===== config.mk =====
export PLATFORM = sky130hd
export DESIGN_NAME = entry_lockout_controller_flat
export DESIGN_NICKNAME = d
export VERILOG_FILES = /design/src/rtl/entry_lockout_controller_if.sv /design/src/rtl/entry_lockout_controller.sv /design/src/flat_wrapper.sv
export SDC_FILE = /design/constraint.sdc
export NUM_CORES = 1
export LEC_CHECK = 0
export ABC_AREA = 1
export BUFFER_PORTS_ARGS = -buffer_cell sky130_fd_sc_hd__buf_2
export CORE_MARGIN = 1
export CORE_UTILIZATION = 65
export DETAILED_ROUTE_END_ITERATION = 8
export PLACE_DENSITY = 0.83
export SYNTH_ARGS = -nofsm -noshare
export SYNTH_HDL_FRONTEND = slang
export SYNTH_SLANG_ARGS = --single-unit

===== constraint.sdc =====
create_clock -name clk -period 4.45 [get_ports clk]
set_input_delay 0.6675 -clock clk [delete_from_list [all_inputs] [get_ports clk]]
set_output_delay 0.6675 -clock clk [all_outputs]
set_load 0.1 [all_outputs]

===== src/rtl/entry_lockout_controller_if.sv =====
// Signal bundle between the board button/checker LEDs and the entry lockout controller.
// The controller takes the slave side; whatever drives the button and checker LEDs takes master.
interface entry_lockout_controller_if #(
   parameter int MAX_FAILS = 3
);
   localparam int FailW = $clog2(MAX_FAILS + 1);

   logic             btn_pulse_in;
   logic             chk_led_r_in;
   logic             chk_led_g_in;
   logic             chk_led_b_in;
   logic             chk_action_out;
   logic             chk_reset_out;
   logic             led_r_out;
   logic             led_g_out;
   logic             led_b_out;
   logic             locked_out;
   logic [FailW-1:0] fail_count_out;

   modport master (
      output btn_pulse_in, chk_led_r_in, chk_led_g_in, chk_led_b_in,
      input  chk_action_out, chk_reset_out, led_r_out, led_g_out, led_b_out,
      input  locked_out, fail_count_out
   );

   modport slave (
      input  btn_pulse_in, chk_led_r_in, chk_led_g_in, chk_led_b_in,
      output chk_action_out, chk_reset_out, led_r_out, led_g_out, led_b_out,
      output locked_out, fail_count_out
   );
endinterface


===== src/rtl/entry_lockout_controller.sv =====
// Sits between the debounced button and the pattern checker: forwards actions, auto-acknowledges
// displayed results, counts consecutive failures and locks the checker out after too many.
module entry_lockout_controller #(
   parameter int MAX_FAILS      = 3,
   parameter int DISPLAY_CYCLES = 50_000_000,
   parameter int LOCKOUT_CYCLES = 100_000_000,
   parameter int BLINK_HALF     = 12_500_000
) (
   input logic                       clk,
   input logic                       reset,
   entry_lockout_controller_if.slave bus
);
   localparam int FailW    = $clog2(MAX_FAILS + 1);
   localparam int TimerMax = (LOCKOUT_CYCLES > DISPLAY_CYCLES) ? LOCKOUT_CYCLES : DISPLAY_CYCLES;
   localparam int TimerW   = $clog2(TimerMax);
   localparam int BlinkW   = $clog2(BLINK_HALF + 1);

   typedef enum logic [1:0] {
      PASS       = 2'd0,
      SHOW       = 2'd1,
      WAIT_CLEAR = 2'd2,
      LOCKOUT    = 2'd3
   } state_t;

   state_t            r_state;
   logic [FailW-1:0]  r_failCount;
   logic [TimerW-1:0] r_timer;
   logic [BlinkW-1:0] r_blinkCnt;
   logic              r_blinkOn;
   logic              r_action;
   logic              r_chkReset;
   logic              r_locked;

   logic w_showExpired;
   logic w_lockExpired;
   logic w_ledR;
   logic w_ledG;
   logic w_ledB;

   // SHOW pulses on the edge DISPLAY_CYCLES-1 after entry; LOCKOUT leaves LOCKOUT_CYCLES after entry.
   assign w_showExpired = (r_timer == TimerW'(DISPLAY_CYCLES - 2));
   assign w_lockExpired = (r_timer == TimerW'(LOCKOUT_CYCLES - 1));

   always_ff @(posedge clk) begin
      if (!reset) begin
         r_state     <= PASS;
         r_failCount <= '0;
         r_timer     <= '0;
         r_blinkCnt  <= '0;
         r_blinkOn   <= 1'b0;
         r_action    <= 1'b0;
         r_chkReset  <= 1'b1;
         r_locked    <= 1'b0;
      end else begin
         r_action <= 1'b0;
         unique case (r_state)
            PASS: begin
               r_chkReset <= 1'b0;
               r_timer    <= '0;
               r_blinkCnt <= '0;
               if (bus.chk_led_g_in) begin
                  r_failCount <= '0;
                  r_action    <= bus.btn_pulse_in;
                  r_state     <= bus.btn_pulse_in ? WAIT_CLEAR : SHOW;
               end else if (bus.chk_led_r_in) begin
                  // The failure that reaches the limit swallows any coincident button press.
                  if (r_failCount == FailW'(MAX_FAILS - 1)) begin
                     r_failCount <= FailW'(MAX_FAILS);
                     r_state     <= LOCKOUT;
                     r_chkReset  <= 1'b1;
                     r_locked    <= 1'b1;
                     r_blinkOn   <= 1'b1;
                  end else begin
                     r_failCount <= r_failCount + FailW'(1);
                     r_action    <= bus.btn_pulse_in;
                     r_state     <= bus.btn_pulse_in ? WAIT_CLEAR : SHOW;
                  end
               end else begin
                  r_action <= bus.btn_pulse_in;
               end
            end
            SHOW: begin
               if (bus.btn_pulse_in || w_showExpired) begin
                  r_action <= 1'b1;
                  r_state  <= WAIT_CLEAR;
                  r_timer  <= '0;
               end else begin
                  r_timer <= r_timer + TimerW'(1);
               end
            end
            WAIT_CLEAR: begin
               if (!bus.chk_led_r_in && !bus.chk_led_g_in) begin
                  r_state <= PASS;
               end
            end
            LOCKOUT: begin
               if (w_lockExpired) begin
                  r_state     <= PASS;
                  r_failCount <= '0;
                  r_chkReset  <= 1'b0;
                  r_locked    <= 1'b0;
                  r_timer     <= '0;
                  r_blinkCnt  <= '0;
               end else begin
                  r_timer <= r_timer + TimerW'(1);
                  if (r_blinkCnt == BlinkW'(BLINK_HALF - 1)) begin
                     r_blinkCnt <= '0;
                     r_blinkOn  <= ~r_blinkOn;
                  end else begin
                     r_blinkCnt <= r_blinkCnt + BlinkW'(1);
                  end
               end
            end
            default: r_state <= PASS;
         endcase
      end
   end

   // Board LEDs mirror the checker except during lockout, where only the blinking red shows.
   always_comb begin
      w_ledR = bus.chk_led_r_in;
      w_ledG = bus.chk_led_g_in;
      w_ledB = bus.chk_led_b_in;
      if (r_state == LOCKOUT) begin
         w_ledR = r_blinkOn;
         w_ledG = 1'b0;
         w_ledB = 1'b0;
      end
   end

   assign bus.led_r_out      = w_ledR;
   assign bus.led_g_out      = w_ledG;
   assign bus.led_b_out      = w_ledB;
   assign bus.chk_action_out = r_action;
   assign bus.chk_reset_out  = r_chkReset;
   assign bus.locked_out     = r_locked;
   assign bus.fail_count_out = r_failCount;
endmodule


===== src/flat_wrapper.sv =====
// flat-port wrapper written by rule: the top's interface ports become plain ports
module entry_lockout_controller_flat 
#(
   parameter int MAX_FAILS      = 3,
   parameter int DISPLAY_CYCLES = 50_000_000,
   parameter int LOCKOUT_CYCLES = 100_000_000,
   parameter int BLINK_HALF     = 12_500_000
)
  (clk, reset, bus_btn_pulse_in, bus_chk_led_r_in, bus_chk_led_g_in, bus_chk_led_b_in, bus_chk_action_out, bus_chk_reset_out, bus_led_r_out, bus_led_g_out, bus_led_b_out, bus_locked_out, bus_fail_count_out);
  entry_lockout_controller_if #(.MAX_FAILS(MAX_FAILS)) bus_i ();
  input logic clk;
  input logic reset;
  input wire logic [$bits(bus_i.btn_pulse_in)-1:0] bus_btn_pulse_in;
  input wire logic [$bits(bus_i.chk_led_r_in)-1:0] bus_chk_led_r_in;
  input wire logic [$bits(bus_i.chk_led_g_in)-1:0] bus_chk_led_g_in;
  input wire logic [$bits(bus_i.chk_led_b_in)-1:0] bus_chk_led_b_in;
  output wire logic [$bits(bus_i.chk_action_out)-1:0] bus_chk_action_out;
  output wire logic [$bits(bus_i.chk_reset_out)-1:0] bus_chk_reset_out;
  output wire logic [$bits(bus_i.led_r_out)-1:0] bus_led_r_out;
  output wire logic [$bits(bus_i.led_g_out)-1:0] bus_led_g_out;
  output wire logic [$bits(bus_i.led_b_out)-1:0] bus_led_b_out;
  output wire logic [$bits(bus_i.locked_out)-1:0] bus_locked_out;
  output wire logic [$bits(bus_i.fail_count_out)-1:0] bus_fail_count_out;
  assign bus_i.btn_pulse_in = bus_btn_pulse_in;
  assign bus_i.chk_led_r_in = bus_chk_led_r_in;
  assign bus_i.chk_led_g_in = bus_chk_led_g_in;
  assign bus_i.chk_led_b_in = bus_chk_led_b_in;
  assign bus_chk_action_out = bus_i.chk_action_out;
  assign bus_chk_reset_out = bus_i.chk_reset_out;
  assign bus_led_r_out = bus_i.led_r_out;
  assign bus_led_g_out = bus_i.led_g_out;
  assign bus_led_b_out = bus_i.led_b_out;
  assign bus_locked_out = bus_i.locked_out;
  assign bus_fail_count_out = bus_i.fail_count_out;
  entry_lockout_controller #(.MAX_FAILS(MAX_FAILS), .DISPLAY_CYCLES(DISPLAY_CYCLES), .LOCKOUT_CYCLES(LOCKOUT_CYCLES), .BLINK_HALF(BLINK_HALF)) u_core (.clk(clk), .reset(reset), .bus(bus_i));
endmodule

==> key figures <==
Pwr
  – Peak supply drop: 0.0005127 V
  – Comb power frac: 36.1%
  – Final Power: about 0.0017 W
  – Sw Ratio: around 41%
  – Clock Power Share: about 29%
  – Pleak: approximately 1.5 nW
  – Psw: ~0.00070 W
  – Register share of total power: between 30 and 40%
  – Cell area power density: roughly 430 nW/µm²
  – Cell Int Power: between 0.0009 and 0.001 W

Timing
  – Setup violators final: 0
  – Final Hold Viols: 0
  – Post-Route Setup TNS: 0 ns
  – Clock Skews: about 0.006 ns
  – Slew @ Worst Pin: approximately 0.6 ns
  – RSZ-0062 raised after global routing: no
  – Max transition margin: 59.79%
  – Achievable Freq: a little over 0.4 GHz
  – Period minus WS final: between 2 and 2.5 ns
  – Slew Viols, Final: 0
  – Fin crit share: a little under three fifths

Critical path
  – Critical R2R Launch: u_core.r_state[0]$_SDFFE_PN0P_
  – Critical Path Start: u_core.r_state[1]$_SDFFE_PN0P_
  – Crit path max fanout: 9
  – CP endpoint kind: output port
  – Critical path arrival: ~1.8 ns
  – Critical Path Source Type: flip-flop
  – Setup Crit Path Kind: reg -> out
  – Flop2flop setup slack: ~2.3 ns
  – Reg-to-reg endpoint: u_core.r_blinkCnt[17]$_SDFFE_PN0P_
  – Worst r2r path cells: 9
  – Worst Path Required: roughly 3.8 ns

Cells and area
  – Number of diodes: 0
  – Area delta synth->final: 7.342%
  – Fin cells: 650
  – Nets@finish: ~600
  – Post-route cell area: just under 4000 µm²
  – Share of post-route cells with drive strength above 1: about 8.8%
  – Fin util: around 72%
  – Fill cell count: between 400 and 500

Synth
  – Post-Synth XOR/XNOR Area: under 10%
  – Mapped cell area: around 3700 µm²
  – Top cell type's share of synthesized area: between 30% and 40%
  – Top cells by area, synth: dfxtp_1, nand2_1, nor2_1
  – Adder-Cell Fraction of Synth Area: 3.059%
  – Yosys top cell by area: dfxtp_1
  – Synth unique cells: 33
  – Post-synthesis async set-or-reset flop share: 0%
  – Post-synthesis mux area share: 0%
  – Top-count cell post-synth: nand2_1
  – Number of flops mapped to enable cells by yosys: 0
  – Net count after synthesis: approximately 580
  – Sequential area share after synthesis: between 30% and 40%
  – Most frequent cells after synthesis: nand2_1, nor2_1, inv_1
  – Largest family of logic cells by synthesized area: simple AND/OR/NAND/NOR gates
  – Compound-Gate Fraction of Synth Area: between 9 and 10%
  – Synth Area in Simple Gates: about 40%
  – Cells after synthesis: approximately 560
  – Synth warn: 0
  – Avg Inst Size Synth: ~6.5 µm²
  – Yosys reg bits: ~60
  – Ys flop type: dfxtp_1

CTS
  – Post-CTS Setup Inserts: 0
  – Root buffer cell: clkbuf_8
  – Clock Sinks: around 60
  – CTS buffer count: 9
  – Worst-Skew Late Latency: approximately 0.35 ns
  – Post-CTS Hold Buffers: 0
  – Clock transition at path regs: about 0.060 ns
  – H-Tree Level Count: 3
  – CTS resizes: 0
  – CTS tree: done
  – Longest Clk Path Bufs: 2

Die
  – Die X: between 70 and 80 µm
  – Core Rows: 27
  – I/O Pins: 14
  – CORE AREA: 5473 µm²
  – Initial Utilization: ~67%
  – Die area: just under 6000 µm²
  – Die Y: between 70 and 80 µm

Routing
  – DR vias/cell: 5.582
  – Drt wl/cell: between 10 and 15 µm
  – Final WL: 8595 µm
  – Via count: approximately 3600
  – Post-route ant nets: 0
  – DRC errors left: 0
  – Total iterations of the first detailed-routing run: 5
  – Initial detailed-routing violation count: between 200 and 300

Global route
  – GRT Overall Usage: 30.36%
  – Initial antenna violation count: 0
  – First-pass GRT wire length: 14390 µm
  – GRT overflow: 0
  – Vias in the first global route: between 3000 and 4000
  – Largest net degree at the start of global routing: 29

Placement
  – Inst Count DP: 635
  – Hpwl dp: 6151 µm
  – IO buf count: 13
  – Gp weighted congestion: ~0.88
  – Placed Area: between 3000 and 4000 µm²

Min path
  – Worst Hold Class: reg -> reg
  – Hold path cells: 2
  – Hold wc startpoint: u_core.bus.fail_count_out[1]$_SDFFE_PN0P_
  – Hold Crit Endpoint: u_core.bus.fail_count_out[1]$_SDFFE_PN0P_

Job
  – # Max-Cap Violations: 0

Outcome
  – Status: finished, final reports clean
power groups by stage:
stage / combinational [W] / sequential, W / clock, W
3_3_place_gp: 0.000598 / 0.000597 / 0
3_5_place_dp: 0.000607 / 0.000599 / 0
2_1_floorplan: 0.000403 / 0.000706 / 0
4_1_cts: 0.000609 / 0.000586 / 0.000503
5_1_grt: 0.000671 / 0.000591 / 0.000523
6_report: 0.000612 / 0.000587 / 0.000498
placed cells by master (no fill, tap or decap), types with 4 or more instances in the layout:
cell type and instances:
ha_1 9, nand4_1 12, nor2_1 78, xnor2_1 5
nand2_1 127, nor2_2 6, a21oi_1 39, buf_2 13
nor3_1 19, nand3b_1 8, xor2_1 21, inv_1 71
dfxtp_1 59, o21ai_0 14, nand3_1 48, clkbuf_8 11
nand2_2 4
how the worst max path moves through the flow:
stage,to,cells after the start
2_1_floorplan,bus_led_r_out,2
3_3_place_gp,bus_led_r_out,4
3_5_place_dp,bus_led_r_out,4
4_1_cts,bus_led_r_out,4
5_1_grt,bus_led_r_out,4
6_report,bus_led_r_out,4
through the flow:
stage          setup WS [ns]  hold slack (ns)
2_1_floorplan         0.9804           0.4575
3_3_place_gp           2.393           0.4620
3_5_place_dp           2.356           0.4653
4_1_cts                1.973           0.4755
5_1_grt                1.874           0.4992
6_report               1.973           0.4707
logic make-up after synthesis:
| family | after synthesis |
|---|---|
| AND/OR/NAND/NOR | 315 |
| buffers and inverters | 88 |
| AO/OA/AOI/OAI | 66 |
| flip-flops | 59 |
| XOR/XNOR | 26 |
| adder cells (fa/ha/maj) | 9 |
registers in the layout, summed over array words and instances (netlist names):
signal	flops
u_core.r_blinkCnt	24
u_core.r_state	2
u_core.bus.chk_reset_out	1
u_core.bus.fail_count_out	2
u_core.r_blinkOn	1
u_core.bus.locked_out	1
u_core.bus.chk_action_out	1
u_core.r_timer	27
routing by layer:
metal | vias up | wire length [µm] | track usage, %
li1 | 1825 | - | -
met1 | 1667 | 3780 | 35.39
met2 | 114 | 4158 | 52.12
met5 | - | 0 | 0
met3 | 22 | 489 | 9.048
met4 | 0 | 166 | 11.13
worst max-delay path: stages, from the launching register on:
cell and delay, ns:
dfxtp_1 0.39, ha_1 0.41, nand2_1 0.12, o21ai_0 0.09, buf_2 0.45
area by class of cell:
cell class	count	area, µm²	area share, %
Multi-Input combinational cell	416	2132	53.96
Sequential cell	59	1181	29.89
Inverter	73	274.0	6.935
Clock buffer	13	158.9	4.022
Tap cell	72	90.09	2.280
Timing Repair Buffer	15	80.08	2.027
Clock inverter	2	35.03	0.8866
(Power assumes the default switching activity.)
